<file path="config.mk">
export PLATFORM = sky130hd
export DESIGN_NAME = f1_kuz_ctr_flat
export DESIGN_NICKNAME = d
export VERILOG_FILES = /design/src/rtl/f1_kuz_ctr_if.sv /design/src/rtl/f1_kuz_ctr.sv /design/src/flat_wrapper.sv
export SDC_FILE = /design/constraint.sdc
export NUM_CORES = 1
export LEC_CHECK = 0
export BUFFER_PORTS_ARGS = -buffer_cell sky130_fd_sc_hd__buf_4
export CAP_MARGIN = 20
export CORE_AREA = 3 3 428 430
export CTS_CLUSTER_DIAMETER = 150
export DETAILED_ROUTE_END_ITERATION = 12
export DIE_AREA = 0 0 431 433
export MAX_ROUTING_LAYER = met4
export SYNTH_ARGS = -nofsm -noshare
export SYNTH_HDL_FRONTEND = slang
export SYNTH_SLANG_ARGS = --single-unit
export TNS_END_PERCENT = 1
</file>
<file path="constraint.sdc">
create_clock -name clk -period 2.7 [get_ports clk]
set_input_delay 0.27 -clock clk [delete_from_list [all_inputs] [get_ports clk]]
set_output_delay 0.27 -clock clk [all_outputs]
set_load 0.1 [all_outputs]
</file>
<file path="src/rtl/f1_kuz_ctr_if.sv">
`default_nettype none
// +----------------------------------------------------------------------------+
// | Module   : f1_kuz_ctr_if / f1_kuz_ctr_core_if                              |
// | Purpose  : Bus bundles for the f1 Kuznyechik CTR front-end.                |
// |   f1_kuz_ctr_if      - user side: key/IV/data strobes in, status and       |
// |                        result out. master = user, slave = CTR front-end.   |
// |   f1_kuz_ctr_core_if - cipher core side: key/block strobes out, ready and  |
// |                        result strobes in. master = CTR front-end,          |
// |                        slave = cipher core.                                |
// | Optional : F1_CTR_LAST_EN adds din_last / din_nbytes to the user bundle.   |
// | Revision : 1.0 - initial release                                           |
// +----------------------------------------------------------------------------+

interface f1_kuz_ctr_if;
  logic             ready;
  logic             ks_valid;
  logic             wrap;
  logic             skey_valid_s;
  logic [31:0][7:0] skey;
  logic             iv_valid_s;
  logic [7:0][7:0]  iv;
  logic             din_valid_s;
  logic [15:0][7:0] din;
  logic             dout_valid_s;
  logic [15:0][7:0] dout;
`ifdef F1_CTR_LAST_EN
  logic             din_last;
  logic [3:0]       din_nbytes;
`endif

  modport master (
    output skey_valid_s, skey, iv_valid_s, iv, din_valid_s, din,
`ifdef F1_CTR_LAST_EN
    output din_last, din_nbytes,
`endif
    input  ready, ks_valid, wrap, dout_valid_s, dout
  );

  modport slave (
    input  skey_valid_s, skey, iv_valid_s, iv, din_valid_s, din,
`ifdef F1_CTR_LAST_EN
    input  din_last, din_nbytes,
`endif
    output ready, ks_valid, wrap, dout_valid_s, dout
  );
endinterface

interface f1_kuz_ctr_core_if;
  logic             core_ready;
  logic             core_skey_valid_s;
  logic [31:0][7:0] core_skey;
  logic             core_skey_ready_s;
  logic             core_valid_s;
  logic             core_encrypt_decrypt_n;
  logic [15:0][7:0] core_din;
  logic             core_ready_s;
  logic [15:0][7:0] core_dout;

  modport master (
    output core_skey_valid_s, core_skey, core_valid_s, core_encrypt_decrypt_n, core_din,
    input  core_ready, core_skey_ready_s, core_ready_s, core_dout
  );

  modport slave (
    input  core_skey_valid_s, core_skey, core_valid_s, core_encrypt_decrypt_n, core_din,
    output core_ready, core_skey_ready_s, core_ready_s, core_dout
  );
endinterface

`default_nettype wire

</file>
<file path="src/rtl/f1_kuz_ctr.sv">
`default_nettype none
// +----------------------------------------------------------------------------+
// | Module   : f1_kuz_ctr                                                      |
// | Purpose  : GOST R 34.13-2015 CTR-mode front-end for the f1 Kuznyechik core.|
// |            Loads the key into the core, keeps a 64-bit IV and a 64-bit     |
// |            block counter, fetches one keystream block at a time and XORs   |
// |            it with incoming 128-bit data blocks (encrypt == decrypt).      |
// | Ports    : clk      - clock                                                |
// |            reset_n  - asynchronous reset, active low                       |
// |            host     - user bundle (slave): skey/iv/din strobes in,         |
// |                       ready/ks_valid/wrap/dout_valid_s/dout out            |
// |            core     - cipher core bundle (master): key/block strobes out,  |
// |                       core_ready/core_skey_ready_s/core_ready_s/dout in    |
// | Optional : F1_CTR_LAST_EN - partial last block (din_last, din_nbytes).     |
// | Revision : 1.0 - initial release                                           |
// +----------------------------------------------------------------------------+

module f1_kuz_ctr (
  input  logic              clk,
  input  logic              reset_n,
  f1_kuz_ctr_if.slave       host,
  f1_kuz_ctr_core_if.master core
);

  typedef enum logic [2:0] {
    S_IDLE     = 3'd0,
    S_KEY_REQ  = 3'd1,
    S_KEY_WAIT = 3'd2,
    S_WAIT_IV  = 3'd3,
    S_KS_REQ   = 3'd4,
    S_KS_WAIT  = 3'd5,
    S_READY    = 3'd6
  } state_t;

  state_t         r_state;
  state_t         w_state_nxt;

  logic [255:0]   r_key;
  logic [63:0]    r_iv;
  logic [63:0]    r_ctr;
  logic [127:0]   r_ks;
  logic [127:0]   r_dout;
  logic           r_ready;
  logic           r_ks_valid;
  logic           r_wrap;
  logic           r_dout_valid;

  logic           w_skey_acc;
  logic           w_iv_acc;
  logic           w_din_req;
  logic           w_key_ld;
  logic           w_iv_ld;
  logic           w_din_acc;
  logic           w_ks_ld;
  logic           w_ctr_inc;
  logic           w_set_wrap;
  logic           w_core_skey_valid;
  logic           w_core_valid;
  logic           w_last;
  logic [127:0]   w_keep;

  // Strobe priority skey > iv > din; anything seen while ready is low is dropped.
  // r_ready is used (not the state) so the first cycle after reset release
  // ignores strobes as well.
  assign w_skey_acc = r_ready & host.skey_valid_s;
  assign w_iv_acc   = r_ready & host.iv_valid_s & ~host.skey_valid_s;
  assign w_din_req  = r_ready & host.din_valid_s & ~host.skey_valid_s & ~host.iv_valid_s;

`ifdef F1_CTR_LAST_EN
  logic [4:0] w_nbytes;

  assign w_last   = host.din_last;
  // din_nbytes == 0 encodes a full 16-byte block.
  assign w_nbytes = (host.din_nbytes == 4'd0) ? 5'd16 : {1'b0, host.din_nbytes};

  // Valid bytes are the top nbytes (byte 15 downwards); the rest are zeroed.
  always_comb begin
    w_keep = '0;
    for (int b = 0; b < 16; b++) begin
      if (!host.din_last || (5'(b) >= (5'd16 - w_nbytes))) begin
        w_keep[b*8 +: 8] = 8'hFF;
      end
    end
  end
`else
  assign w_last = 1'b0;
  assign w_keep = '1;
`endif

  // --------------------------------------------------------------------------
  // FSM state register
  // --------------------------------------------------------------------------
  always_ff @(posedge clk or negedge reset_n) begin
    if (!reset_n) begin
      r_state <= S_IDLE;
    end else begin
      r_state <= w_state_nxt;
    end
  end

  // --------------------------------------------------------------------------
  // FSM next state and per-cycle controls
  // --------------------------------------------------------------------------
  always_comb begin
    w_state_nxt       = r_state;
    w_key_ld          = 1'b0;
    w_iv_ld           = 1'b0;
    w_din_acc         = 1'b0;
    w_ks_ld           = 1'b0;
    w_ctr_inc         = 1'b0;
    w_set_wrap        = 1'b0;
    w_core_skey_valid = 1'b0;
    w_core_valid      = 1'b0;

    case (r_state)
      S_IDLE: begin
        if (w_skey_acc) begin
          w_key_ld    = 1'b1;
          w_state_nxt = S_KEY_REQ;
        end
      end

      S_KEY_REQ: begin
        if (core.core_ready) begin
          w_core_skey_valid = 1'b1;
          w_state_nxt       = S_KEY_WAIT;
        end
      end

      S_KEY_WAIT: begin
        if (core.core_skey_ready_s) begin
          w_state_nxt = S_WAIT_IV;
        end
      end

      S_WAIT_IV: begin
        if (w_skey_acc) begin
          w_key_ld    = 1'b1;
          w_state_nxt = S_KEY_REQ;
        end else if (w_iv_acc) begin
          w_iv_ld     = 1'b1;
          w_state_nxt = S_KS_REQ;
        end
      end

      S_KS_REQ: begin
        if (core.core_ready) begin
          w_core_valid = 1'b1;
          w_ctr_inc    = 1'b1;
          w_state_nxt  = S_KS_WAIT;
        end
      end

      S_KS_WAIT: begin
        if (core.core_ready_s) begin
          w_ks_ld     = 1'b1;
          w_state_nxt = S_READY;
        end
      end

      S_READY: begin
        if (w_skey_acc) begin
          w_key_ld    = 1'b1;
          w_state_nxt = S_KEY_REQ;
        end else if (w_iv_acc) begin
          // New IV throws away the buffered keystream and refetches.
          w_iv_ld     = 1'b1;
          w_state_nxt = S_KS_REQ;
        end else if (w_din_req) begin
          w_din_acc = 1'b1;
          if (w_last) begin
            w_state_nxt = S_WAIT_IV;
          end else if (r_ctr == 64'd0) begin
            // Counter already rolled over while fetching this block: the
            // whole 2^64 space is used, so stop until a fresh IV arrives.
            w_set_wrap  = 1'b1;
            w_state_nxt = S_WAIT_IV;
          end else begin
            w_state_nxt = S_KS_REQ;
          end
        end
      end

      default: begin
        w_state_nxt = S_IDLE;
      end
    endcase
  end

  // --------------------------------------------------------------------------
  // Datapath and registered status
  // --------------------------------------------------------------------------
  always_ff @(posedge clk or negedge reset_n) begin
    if (!reset_n) begin
      r_key        <= '0;
      r_iv         <= '0;
      r_ctr        <= '0;
      r_ks         <= '0;
      r_dout       <= '0;
      r_ready      <= 1'b0;
      r_ks_valid   <= 1'b0;
      r_wrap       <= 1'b0;
      r_dout_valid <= 1'b0;
    end else begin
      // Status levels track the state being entered, so they line up with
      // r_state while staying low for the first cycle out of reset.
      r_ready      <= (w_state_nxt == S_IDLE) || (w_state_nxt == S_WAIT_IV) ||
                      (w_state_nxt == S_READY);
      r_ks_valid   <= (w_state_nxt == S_READY);
      r_dout_valid <= w_din_acc;

      if (w_key_ld) begin
        r_key <= host.skey;
      end
      if (w_iv_ld) begin
        r_iv   <= host.iv;
        r_ctr  <= '0;
        r_wrap <= 1'b0;
      end else if (w_ctr_inc) begin
        r_ctr <= r_ctr + 64'd1;
      end
      if (w_set_wrap) begin
        r_wrap <= 1'b1;
      end
      if (w_ks_ld) begin
        r_ks <= core.core_dout;
      end
      if (w_din_acc) begin
        r_dout <= (host.din ^ r_ks) & w_keep;
      end
    end
  end

  assign host.ready                  = r_ready;
  assign host.ks_valid               = r_ks_valid;
  assign host.wrap                   = r_wrap;
  assign host.dout_valid_s           = r_dout_valid;
  assign host.dout                   = r_dout;

  assign core.core_skey_valid_s      = w_core_skey_valid;
  assign core.core_skey              = r_key;
  assign core.core_valid_s           = w_core_valid;
  assign core.core_encrypt_decrypt_n = 1'b1;
  // Counter block: IV in the upper 8 bytes, counter big-endian in the lower 8.
  assign core.core_din               = {r_iv, r_ctr};

endmodule

`default_nettype wire

</file>
<file path="src/flat_wrapper.sv">
// flat-port wrapper written by rule: the top's interface ports become plain ports
module f1_kuz_ctr_flat 
  (clk, reset_n, host_skey_valid_s, host_skey, host_iv_valid_s, host_iv, host_din_valid_s, host_din, host_ready, host_ks_valid, host_wrap, host_dout_valid_s, host_dout, core_core_skey_valid_s, core_core_skey, core_core_valid_s, core_core_encrypt_decrypt_n, core_core_din, core_core_ready, core_core_skey_ready_s, core_core_ready_s, core_core_dout);
  f1_kuz_ctr_if host_i ();
  f1_kuz_ctr_core_if core_i ();
  input  logic clk;
  input  logic reset_n;
  input wire logic [$bits(host_i.skey_valid_s)-1:0] host_skey_valid_s;
  input wire logic [$bits(host_i.skey)-1:0] host_skey;
  input wire logic [$bits(host_i.iv_valid_s)-1:0] host_iv_valid_s;
  input wire logic [$bits(host_i.iv)-1:0] host_iv;
  input wire logic [$bits(host_i.din_valid_s)-1:0] host_din_valid_s;
  input wire logic [$bits(host_i.din)-1:0] host_din;
  output wire logic [$bits(host_i.ready)-1:0] host_ready;
  output wire logic [$bits(host_i.ks_valid)-1:0] host_ks_valid;
  output wire logic [$bits(host_i.wrap)-1:0] host_wrap;
  output wire logic [$bits(host_i.dout_valid_s)-1:0] host_dout_valid_s;
  output wire logic [$bits(host_i.dout)-1:0] host_dout;
  output wire logic [$bits(core_i.core_skey_valid_s)-1:0] core_core_skey_valid_s;
  output wire logic [$bits(core_i.core_skey)-1:0] core_core_skey;
  output wire logic [$bits(core_i.core_valid_s)-1:0] core_core_valid_s;
  output wire logic [$bits(core_i.core_encrypt_decrypt_n)-1:0] core_core_encrypt_decrypt_n;
  output wire logic [$bits(core_i.core_din)-1:0] core_core_din;
  input wire logic [$bits(core_i.core_ready)-1:0] core_core_ready;
  input wire logic [$bits(core_i.core_skey_ready_s)-1:0] core_core_skey_ready_s;
  input wire logic [$bits(core_i.core_ready_s)-1:0] core_core_ready_s;
  input wire logic [$bits(core_i.core_dout)-1:0] core_core_dout;
  assign host_i.skey_valid_s = host_skey_valid_s;
  assign host_i.skey = host_skey;
  assign host_i.iv_valid_s = host_iv_valid_s;
  assign host_i.iv = host_iv;
  assign host_i.din_valid_s = host_din_valid_s;
  assign host_i.din = host_din;
  assign host_ready = host_i.ready;
  assign host_ks_valid = host_i.ks_valid;
  assign host_wrap = host_i.wrap;
  assign host_dout_valid_s = host_i.dout_valid_s;
  assign host_dout = host_i.dout;
  assign core_core_skey_valid_s = core_i.core_skey_valid_s;
  assign core_core_skey = core_i.core_skey;
  assign core_core_valid_s = core_i.core_valid_s;
  assign core_core_encrypt_decrypt_n = core_i.core_encrypt_decrypt_n;
  assign core_core_din = core_i.core_din;
  assign core_i.core_ready = core_core_ready;
  assign core_i.core_skey_ready_s = core_core_skey_ready_s;
  assign core_i.core_ready_s = core_core_ready_s;
  assign core_i.core_dout = core_core_dout;
  f1_kuz_ctr u_core (.clk(clk), .reset_n(reset_n), .host(host_i), .core(core_i));
endmodule
</file>
== Word-level counts from Yosys, hierarchy flattened ==
Index checks and enable logic that the tools add are counted.
Storage, ports and cells
  bits in registers: 647
  input port bits: 584
  output and inout port bits: 519
  logic and storage cells: 72
Operators by class
  $add $sub $neg: 1
  equality and inequality tests: 8
  multiplexer cells: 35
  bitwise operators: 9
  reductions and logical operators: 9
Operators with widths (count)
  2-to-1 mux 64 bit: 2
  XOR 128 bit: 1
  adder 64 x 1 -> 64 bit, second input constant: 1
  zero test 64 bit: 1
  2-to-1 mux 3 bit: 11
  2-to-1 mux 1 bit: 21
  one-hot mux 3 bit (7 select lines): 1
  == test 3 bit, second input constant: 4
  == test 3 x 2 -> 1 bit, second input constant: 3
  bitwise AND 1 bit: 6
  zero test 3 bit: 2
  nonzero test 2 bit: 2
  == test 3 x 1 -> 1 bit, second input constant: 1
  OR reduction 3 bit: 1
  logical OR 1 bit: 2
  inverter 1 bit: 2
  OR reduction 2 bit: 1

== Logic depth before layout (Yosys ltp) ==
Gate-level depths: netlist of the first run.
  depth after elaboration: 10
  mapped depth: 10
  gate-level depth less buffers: 7

== Worst setup path before layout of the first run ==
Ideal clock, no wire load.
  path type: register -> output
  from: register u_core.r_state[2]
  to: output core_core_skey_valid_s
  arrival: 2.770 ns
  data required time: 2.430 ns
  setup slack: -0.340 ns
  cell stages (with the launch flop): 4
  buffers on the path: 2
  cells stage by stage: dfrtp_1 -> buf_2 -> clkbuf_1 -> nor3_1
On the way
  cells in the longest elaborated chain, start to end: 2
Ends and longest elaborated chain
  from (decl): line f1_kuz_ctr.sv:35  | state_t r_state;
  from (signal assigned): line f1_kuz_ctr.sv:97  | r_state <= w_state_nxt;
  == test 3 x 1 -> 1 bit: line f1_kuz_ctr.sv:115  | case (r_state)
  2-to-1 mux 1 bit: line f1_kuz_ctr.sv:115
  to (decl): line flat_wrapper.sv:19  | output wire logic [$bits(core_i.core_skey_valid_s)-1:0] core_core_skey_valid_s;
No other way between the ends.

== Final worst setup path of the first run ==
  from: register u_core.r_ctr[0]
  to: register u_core.r_ctr[34]
On the way
  cells in the longest elaborated chain, start to end: 3
Ends and longest elaborated chain
  from (decl): line f1_kuz_ctr.sv:40  | logic [63:0] r_ctr;
  from (signal assigned): line f1_kuz_ctr.sv:220  | r_ctr <= r_ctr + 64'd1;
  adder 64 x 1 -> 64 bit: line f1_kuz_ctr.sv:220
  2-to-1 mux 64 bit: line f1_kuz_ctr.sv:219  | end else if (w_ctr_inc) begin
  2-to-1 mux 64 bit: line f1_kuz_ctr.sv:215  | if (w_iv_ld) begin
No other way between the ends. The select of a mux whose other input is x is not followed.
A chain may end at the register's enable or synchronous reset.

==> results of run 1 <==
[per-stage QoR]
| stage | area [µm²] | hold slack [ns] | power [mW] |
|---|---|---|---|
| floorplan | 26300 | -0.0256 | 44.6 |
| finish | 46900 | 0.108 | 67.9 |
| global placement | 38100 | 0.334 | 55.4 |
| CTS | 46700 | 0.00622 | 68.7 |
| global route | 46900 | 0.0604 | 70.3 |
| detailed placement | 38100 | 0.337 | 55.7 |
[worst paths after layout]
check	to	from	slack [ns]	cells after the start
setup / recovery	u_core.r_ctr[34]$_DFFE_PN0P_	u_core.r_ctr[0]$_DFFE_PN0P_	0.33	6
hold / removal	u_core.r_state[2]$_DFF_PN0_	host_iv_valid_s	0.11	4
setup reg to reg	u_core.r_ctr[34]$_DFFE_PN0P_	u_core.r_ctr[0]$_DFFE_PN0P_	0.33	6
hold reg to reg	u_core.r_iv[58]$_DFFE_PN0P_	u_core.r_iv[58]$_DFFE_PN0P_	0.48	2
max in group asynchronous	u_core.host.dout[76]$_DFFE_PN0P_	reset_n	1.54	4
min in group asynchronous	u_core.r_ctr[47]$_DFFE_PN0P_	reset_n	0.20	2
[power by group through the flow]
stage,Combinational (mW),Sequential [mW],Clock [mW]
2_1_floorplan,6.45,38.1,0
3_3_place_gp,39.0,16.4,0
3_5_place_dp,39.2,16.6,0
4_1_cts,40.0,16.5,12.1
5_1_grt,40.8,17.0,12.5
6_report,39.6,16.6,11.8
[placed cells by master (no fill, tap or decap), types with 16 or more instances in the layout]
| cell | instances |
|---|---|
| xor2_1 | 20 |
| or4_1 | 22 |
| nand3_1 | 26 |
| buf_4 | 1168 |
| a21oi_1 | 149 |
| dlygate4sd3_1 | 578 |
| nand4_1 | 28 |
| dfrtp_1 | 647 |
| nand2_1 | 233 |
| diode_2 | 71 |
| nor3_1 | 16 |
| clkbuf_16 | 83 |
| buf_12 | 22 |
| xnor2_1 | 138 |
| nor4_1 | 25 |
| nor2_1 | 166 |
| o31ai_1 | 17 |
| mux2_2 | 385 |
[sequential cells by signal (all words and copies together), names as in the netlist]
name / cells
u_core.core.core_skey: 256
u_core.host.dout: 128
u_core.host.dout_valid_s: 1
u_core.host.ks_valid: 1
u_core.host.ready: 1
u_core.host.wrap: 1
u_core.r_ctr: 64
u_core.r_iv: 64
u_core.r_ks: 128
u_core.r_state: 3
[logic make-up after synthesis]
kind of cell    share of synthesized area
fa+ha+maj                        0.000952
xor+xnor                           0.0526
flops                               0.616
other cells                      0.000143
simple gates                        0.101
mux                                 0.169
buf+inv                            0.0191
compound gates                     0.0412
[metal layers]
metal,share of wire,vias up
met4,0.045,0
met2,0.45,993
met5,0,-
met1,0.41,11800
met3,0.098,245
li1,-,10800
[tightest hold or removal path: cells and delay by family]
family	cells	cell delay [ns]
buf+inv	1	0.14
simple gates	2	0.15
compound gates	1	0.19
[final cells by class]
type | instances | area, µm²
Fill cell | 18600 | 133000
Sequential cell | 647 | 16200
Timing Repair Buffer | 1769 | 15000
Multi-Input combinational cell | 1323 | 9640
Tap cell | 2370 | 2970
Clock buffer | 113 | 2340
Clock inverter | 37 | 531
Antenna cell | 71 | 178
Inverter | 11 | 41.3
[timing repair]
action,in CTS,in global routing
hold buffers,578,0
hold endpoints to repair,611,0
buffers inserted,0,0
==> results.toml, run 1 <==
[drt]
drtIter0Drc = 1249
wl_per_cell_um = 23.2
ant_nets = 0
vias = 23900
routed_wirelength_um = 147000
avgViaCountPerCell = 3.76
drc = 0
first_pass_iters = 7

[synth]
synth_cell_types = 57
seq_area_frac_synth = 0.616
synthArstFlopShare = 1.00
netlist_top_cells_count = "dfrtp_1 (647), mux2_2 (385), nand2_1 (233), nor2_1 (167), a21oi_1 (149)"
synth_cells = 2097
ys_warn_count = 0
synth.most_common_cell = "dfrtp_1"
synth_top_area_share = 0.616
synth_flop_cell = "dfrtp_1"
ys_seq_elements = 647
yosys.area.top_type = "dfrtp_1"
synth_edf_count = 0
netlist_area_um2 = 26300
avgSynthCellArea_um2 = 12.5
synth_fp_nets = 2683
synth_area_leaders = "dfrtp_1 (62%), mux2_2 (16%), xnor2_1 (4.6%), nand2_1 (3.3%), a21oi_1 (2.8%)"

[die]
top_level_ports = 1103
rows = 156
die_w_um = 431
die_y_um = 433
die_area_um2 = 187000
start_util = 0.146
core_um2 = 180000

[sta]
finalSetupViolations = 0
maxSlewViolCount = 0
setup_ws_ns = 0.332
tns_ns = 0
fmax_mhz = 422
relSlewSlack = 0.511
period_share = 0.877
fin_crit_ns = 2.37
hold_viol = 0
rsz0062_at_grt = "no"
finClkSkew_ns = 0.0372
tightestPinTransition_ns = 0.734

[clocking]
cts.repair.resized = 0
clk_latency_ns = 0.68
cts_buffer_depth = 3
cts-root-buf = "clkbuf_16"
cts.clk_slew.worst_paths_ns = 0.06
cts_tree = "built"
cts_sinks = 647
cts_inserted_buffers = 82
cts_max_level = 3

[worst_setup_path]
cp.arrival_ns = 2.98
path_max_fanout = 14
cpPeakStageDelay_ns = 0.61
cp_slowest_cell = "or4b_4"
path_cells = "ha_1, nand4_1, nor4_4, or4b_4, or4_1, nand2_1"
critPathBufInv = 0
crit_family = "simple AND/OR/NAND/NOR gates"
startpoint_type = "flop"
cp-end-kind = "flop"
cp.required_ns = 3.31
path_class = "reg2reg"

[pwr]
pwr-share-clk = 0.173
p_int_mw = 30.3
p_leak_nw = 21.5
p_comb_frac = 0.583
switching_share = 0.554
p_seq_frac = 0.244
power_density_nw_per_um2 = 1450
switchingPower_mw = 37.6
ir_drop_mv = 1.06

[placement]
gp_congestion = 0.895
place_inst = 5542
pre_cts_ws_ns = 0.397
io_buffers = 1101
dp_hpwl_um = 117000

[global_route]
grt_pass1_vias = 25000
use_met1 = 0.181
grt_util_met2 = 0.233
antenna_found_initial = 108
grt_start_max_net_pins = 82
grt_use_met3 = 0.0654
grt_pass1_wl_um = 198000
overflow = 0
grt_usage = 0.155
busiest_layer = "met2"

[layout]
areaGrowthSynthToFinish_pct = 78.4
fin_util = 0.260
drive_gt1_frac = 0.442
final_nets = 4420
fin_cells = 6341

[status]
outcome = "finished, final reports clean"

[run]
max_cap_viol_count = 0

[hold_path]
hold_path.class = "in2reg"
No activity file was read; power rests on OpenSTA's default activity.
==> inputs of run 2 (changes only) <==
--- a/config.mk
+++ b/config.mk
@@ -12,6 +12,7 @@
 export DETAILED_ROUTE_END_ITERATION = 12
 export DIE_AREA = 0 0 431 433
 export MAX_ROUTING_LAYER = met4
+export SETUP_SLACK_MARGIN = 0.05
 export SYNTH_ARGS = -nofsm -noshare
 export SYNTH_HDL_FRONTEND = slang
 export SYNTH_SLANG_ARGS = --single-unit
==> constraint.sdc (replaced) <==
create_clock -name clk -period 2.89 [get_ports clk]
set_input_delay 0.289 -clock clk [delete_from_list [all_inputs] [get_ports clk]]
set_output_delay 0.289 -clock clk [all_outputs]
set_load 0.1 [all_outputs]
==> run 2 against run 1 <==
- sequential power down 7%
- register-to-register slack gained 0.07 ns
- critical path depth is 2 lower
==> results.toml, run 2 (synthesis gave the netlist of run 1 again) <==
[status]
outcome = "finished, final reports clean"

[run]
max_cap_viol_count = 0

[worst_setup_path]
startpoint_type = "flop"
path_class = "reg2out"
cp-startpoint = "u_core.r_state[1]$_DFF_PN0_"
rr_worst_depth = 5
path_max_fanout = 11
reg2reg_setup_slack_ns = 0.40
cp.required_ns = 2.60
cp-end-kind = "output port"
worstReg2RegEnd = "u_core.r_ks[125]$_DFFE_PN0P_"
cp.arrival_ns = 2.24
reg2reg_from = "u_core.r_state[0]$_DFF_PN0_"

[die]
die_area_um2 = 187000
top_level_ports = 1103
die_y_um = 433
die_w_um = 431
start_util = 0.146
core_um2 = 180000
rows = 156

[pwr]
p_leak_nw = 21.4
ir_drop_mv = 0.792
power_density_nw_per_um2 = 1360

[global_route]
grt_usage = 0.154
antenna_found_initial = 96
grt_pass1_wl_um = 197000
grt_start_max_net_pins = 84
grt_pass1_vias = 24900
overflow = 0

[layout]
fin_util = 0.259
nFillCells = 18700
drive_gt1_frac = 0.440
final_common_cell = "buf_4"
fin_cells = 6331
mostFrequentLayoutCells = "buf_4 (1162), dfrtp_1 (647), dlygate4sd3_1 (577)"
fin_area_um2 = 46700
regArea_um2 = 16200
final_nets = 4406
multi_input_area_um2 = 9640
largest_reg_flops = 256
areaGrowthSynthToFinish_pct = 77.8

[placement]
place_inst = 5531
dpl_cell_area_um2 = 37900
dp_hpwl_um = 117000
io_buffers = 1101
gp_congestion = 0.908

[sta]
fmax_mhz = 396
rsz0062_at_grt = "no"
finClkSkew_ns = 0.0387
hold_viol = 0
maxSlewViolCount = 0
relSlewSlack = 0.439
fin_crit_ns = 2.53
finalSetupViolations = 0
period_share = 0.875
tightestPinTransition_ns = 0.833

[hold_path]
hp-start = "host_iv_valid_s"
min_path_cells = 4
hold_path.class = "in2reg"
hold_end = "u_core.r_state[2]$_DFF_PN0_"

[clocking]
cts_sinks = 647
cts_max_level = 3
cts_tree = "built"
cts-root-buf = "clkbuf_16"
cts.clk_slew.worst_paths_ns = 0.06
cts.repair.resized = 0
clk_latency_ns = 0.70
cts_inserted_buffers = 80
cts_buffer_depth = 3

[drt]
first_pass_iters = 5
drc = 0
routed_wirelength_um = 146000
wl_per_cell_um = 23.1
avgViaCountPerCell = 3.74
ant_nets = 0
drtIter0Drc = 1334
vias = 23700
run 2: changes by cell type in the layout (fill, tap and decap cells not counted), sizes merged:
| cell | change |
|---|---|
| diode | +3 |
| buf | -11 |
| bufinv | -1 |
| inv | -2 |
| clkbuf | +1 |
| clkinvlp | +2 |
| clkinv | -1 |
| dlygate4sd3 | -1 |
run 2: layout make-up:
cell class	instances	share of cell area
diodes	74	0.00396
clock buffers	114	0.0497
clock inverters	35	0.0115
inverters	11	0.000884
multi-input cells	1323	0.206
flip-flops and latches	647	0.346
well taps	2370	0.0635
repair buffers	1757	0.318
run 2: critical path, stage by stage (launching register included):
cell and delay, ns:
dfrtp_1 0.49, buf_4 0.23, nand2b_1 0.19, nor3_2 0.28, buf_4 0.37
run 2: metrics by stage:
step / hold slack [ns] / setup slack (ns) / total power [mW] / setup TNS, ns
2_1_floorplan: -0.00659 / -0.127 / 41.6 / -0.712
3_3_place_gp: 0.370 / 0.430 / 51.8 / 0
3_5_place_dp: 0.369 / 0.391 / 52.2 / 0
4_1_cts: 0.0388 / 0.279 / 64.1 / 0
5_1_grt: 0.0997 / 0.230 / 65.6 / 0
6_report: 0.128 / 0.363 / 63.4 / 0
run 2: report_power, final:
group / internal, mW / leakage, nW / switching [mW]
clock: 6.48 / 1.38 / 4.39
combinational: 8.81 / 11.9 / 28.2
sequential: 12.9 / 8.12 / 2.67
run 2: what timing repair did:
action,CTS,global route
hold buffers,577,0
endpoints found under the hold margin,635,0
setup endpoints to repair,0,0
setup buffers,0,0
run 2: worst max-delay path by stage:
stage | cells after the start | to | slack, ns
2_1_floorplan | 7 | u_core.r_ctr[42]$_DFFE_PN0P_ | -0.13
5_1_grt | 4 | core_core_skey_valid_s | 0.23
4_1_cts | 4 | core_core_skey_valid_s | 0.28
6_report | 4 | core_core_skey_valid_s | 0.36
3_5_place_dp | 5 | u_core.r_ks[125]$_DFFE_PN0P_ | 0.39
3_3_place_gp | 5 | u_core.r_ks[103]$_DFFE_PN0P_ | 0.43
run 2: routing by layer:
metal | global-route usage | share of wire | vias to the layer above | wire length, µm
li1 | - | - | 10800 | -
met1 | 0.176 | 0.40 | 11800 | 58800
met2 | 0.231 | 0.45 | 899 | 66300
met3 | 0.0724 | 0.099 | 215 | 14500
met4 | 0.0677 | 0.046 | 0 | 6780
met5 | - | 0 | - | 0
==> inputs of run 3 (changes only) <==
--- a/config.mk
+++ b/config.mk
@@ -7,10 +7,10 @@
 export LEC_CHECK = 0
 export BUFFER_PORTS_ARGS = -buffer_cell sky130_fd_sc_hd__buf_4
 export CAP_MARGIN = 20
-export CORE_AREA = 3 3 428 430
+export CORE_AREA = 3 3 423 425
 export CTS_CLUSTER_DIAMETER = 150
 export DETAILED_ROUTE_END_ITERATION = 12
-export DIE_AREA = 0 0 431 433
+export DIE_AREA = 0 0 426 428
 export MAX_ROUTING_LAYER = met4
 export SETUP_SLACK_MARGIN = 0.05
 export SYNTH_ARGS = -nofsm -noshare
==> run 3 against run 2 <==
- first-iteration DRC count up 11%
- sequential share of layout area grew 0.19 points
- register-to-register slack improved by 0.02 ns
- critical endpoint is now u_core.core.core_skey[53]$_DFFE_PN0P_
- largest power group unchanged
==> results.toml, run 3 (synthesis gave the netlist of run 1 again) <==
[drt]
routed_wirelength_um = 136000
vias = 23900
drc = 0
first_pass_iters = 5
drtIter0Drc = 1486
avgViaCountPerCell = 3.82
ant_nets = 0
wl_per_cell_um = 21.9

[worst_setup_path]
path_max_fanout = 59
worstReg2RegEnd = "u_core.core.core_skey[53]$_DFFE_PN0P_"
cp.required_ns = 3.45
reg2reg_setup_slack_ns = 0.42
reg2reg_from = "u_core.r_state[2]$_DFF_PN0_"
startpoint_type = "flop"
cp-end-kind = "flop"
cp.arrival_ns = 3.03
rr_worst_depth = 6
path_class = "reg2reg"

[layout]
final_nets = 4393
areaGrowthSynthToFinish_pct = 76.8
mostFrequentLayoutCells = "buf_4 (1143), dfrtp_1 (647), dlygate4sd3_1 (578)"
fin_area_um2 = 46500
largest_reg_flops = 256
final_common_cell = "buf_4"
fin_cells = 6245
drive_gt1_frac = 0.438

[sta]
rsz0062_at_grt = "no"
finClkSkew_ns = 0.0230
period_share = 0.855
fmax_mhz = 404
finalSetupViolations = 0
fin_crit_ns = 2.47
setup_ws_ns = 0.418
whs_ns = 0.166
maxSlewViolCount = 0
relSlewSlack = 0.525
tightestPinTransition_ns = 0.712
hold_viol = 0

[placement]
io_buffers = 1101
gp_congestion = 0.926
dp_hpwl_um = 108000
place_inst = 5487
pre_cts_ws_ns = 0.311
dpl_cell_area_um2 = 37800

[clocking]
clk_latency_ns = 0.67
cts_inserted_buffers = 80
cts_buffer_depth = 3
cts_tree = "built"
cts_sinks = 647
cts.clk_slew.worst_paths_ns = 0.06
cts_max_level = 3
cts-root-buf = "clkbuf_16"
cts.repair.resized = 0

[pwr]
switchingPower_mw = 34.4
p_comb_frac = 0.582
pwr-share-clk = 0.170
p_seq_frac = 0.247
p_leak_nw = 21.3
power_density_nw_per_um2 = 1340
p_int_mw = 28.1
switching_share = 0.551
p_total_mw = 62.5
ir_drop_mv = 0.687

[global_route]
grt_usage = 0.149
grt_start_max_net_pins = 79
grt_pass1_wl_um = 189000
grt_pass1_vias = 24900
antenna_found_initial = 54
overflow = 0

[die]
die_area_um2 = 182000
die_w_um = 426
rows = 154
core_um2 = 176000
die_y_um = 428
top_level_ports = 1103
start_util = 0.150

[status]
outcome = "finished, final reports clean"

[run]
max_cap_viol_count = 0

[hold_path]
hp-start = "host_iv_valid_s"
hold_end = "u_core.r_state[2]$_DFF_PN0_"
min_path_cells = 4
hold_path.class = "in2reg"
==> run 3: changes by cell type in the layout (fill, tap and decap cells not counted), sizes merged <==
cell	change
clkbuf	-2
diode	-36
clkinvlp	-2
buf	-14
dlygate4sd3	+1
clkinv	-3
==> run 3: routing by layer <==
layer / vias to the layer above / GRT usage / wire length (µm)
met5: - / - / 0
met4: 0 / 0.0479 / 4690
met2: 954 / 0.233 / 63600
met3: 185 / 0.0511 / 11700
met1: 12000 / 0.179 / 56500
li1: 10700 / - / -
==> run 3: power by group through the flow <==
stage	Combinational (mW)	Clock, mW	Sequential [mW]
floorplan	6.03	0	35.6
global placement	35.7	0	15.3
detailed placement	36.0	0	15.5
CTS	36.7	11.0	15.4
global route	37.5	11.3	15.8
finish	36.4	10.7	15.4
==> run 3: cell type report <==
class                   count  area, µm²
multi-input cells        1323       9640
diodes                     38       95.1
repair buffers           1744      14800
fillers                 18300     129000
clock buffers             112       2310
inverters                  11       41.3
well taps                2340       2930
flip-flops and latches    647      16200
clock inverters            30        449
==> run 3: worst max path at each step <==
stage                                 from                                      to  slack (ns)  cells past startpoint
2_1_floorplan  u_core.r_ctr[0]$_DFFE_PN0P_            u_core.r_ctr[42]$_DFFE_PN0P_       -0.13                      7
3_3_place_gp   u_core.r_state[2]$_DFF_PN0_  u_core.core.core_skey[104]$_DFFE_PN0P_        0.35                      6
3_5_place_dp   u_core.r_state[2]$_DFF_PN0_   u_core.core.core_skey[53]$_DFFE_PN0P_        0.31                      6
4_1_cts        u_core.r_state[2]$_DFF_PN0_   u_core.core.core_skey[53]$_DFFE_PN0P_        0.32                      6
5_1_grt        u_core.r_ctr[2]$_DFFE_PN0P_          u_core.host.ks_valid$_DFF_PN0_        0.20                      6
6_report       u_core.r_state[2]$_DFF_PN0_   u_core.core.core_skey[53]$_DFFE_PN0P_        0.42                      6
==> run 3: worst max-delay path: stages (launching register included) <==
cell and delay, ns:
dfrtp_1 0.46, buf_4 0.22, xor2_1 0.16, o21ai_0 0.27, and3_4 0.44, buf_12 0.32
mux2_2 0.38
==> run 3: timing repair <==
item                      4_1_cts  5_1_grt
setup buffers                   0        0
hold endpoints to repair      658        0
hold buffers                  578        0
==> run 3: stage by stage <==
| stage | util | setup TNS, ns |
|---|---|---|
| 2_1_floorplan | - | -0.712 |
| 3_3_place_gp | 0.215 | 0 |
| 3_5_place_dp | 0.215 | 0 |
| 4_1_cts | 0.264 | 0 |
| 5_1_grt | 0.264 | 0 |
| 6_report | 0.264 | 0 |
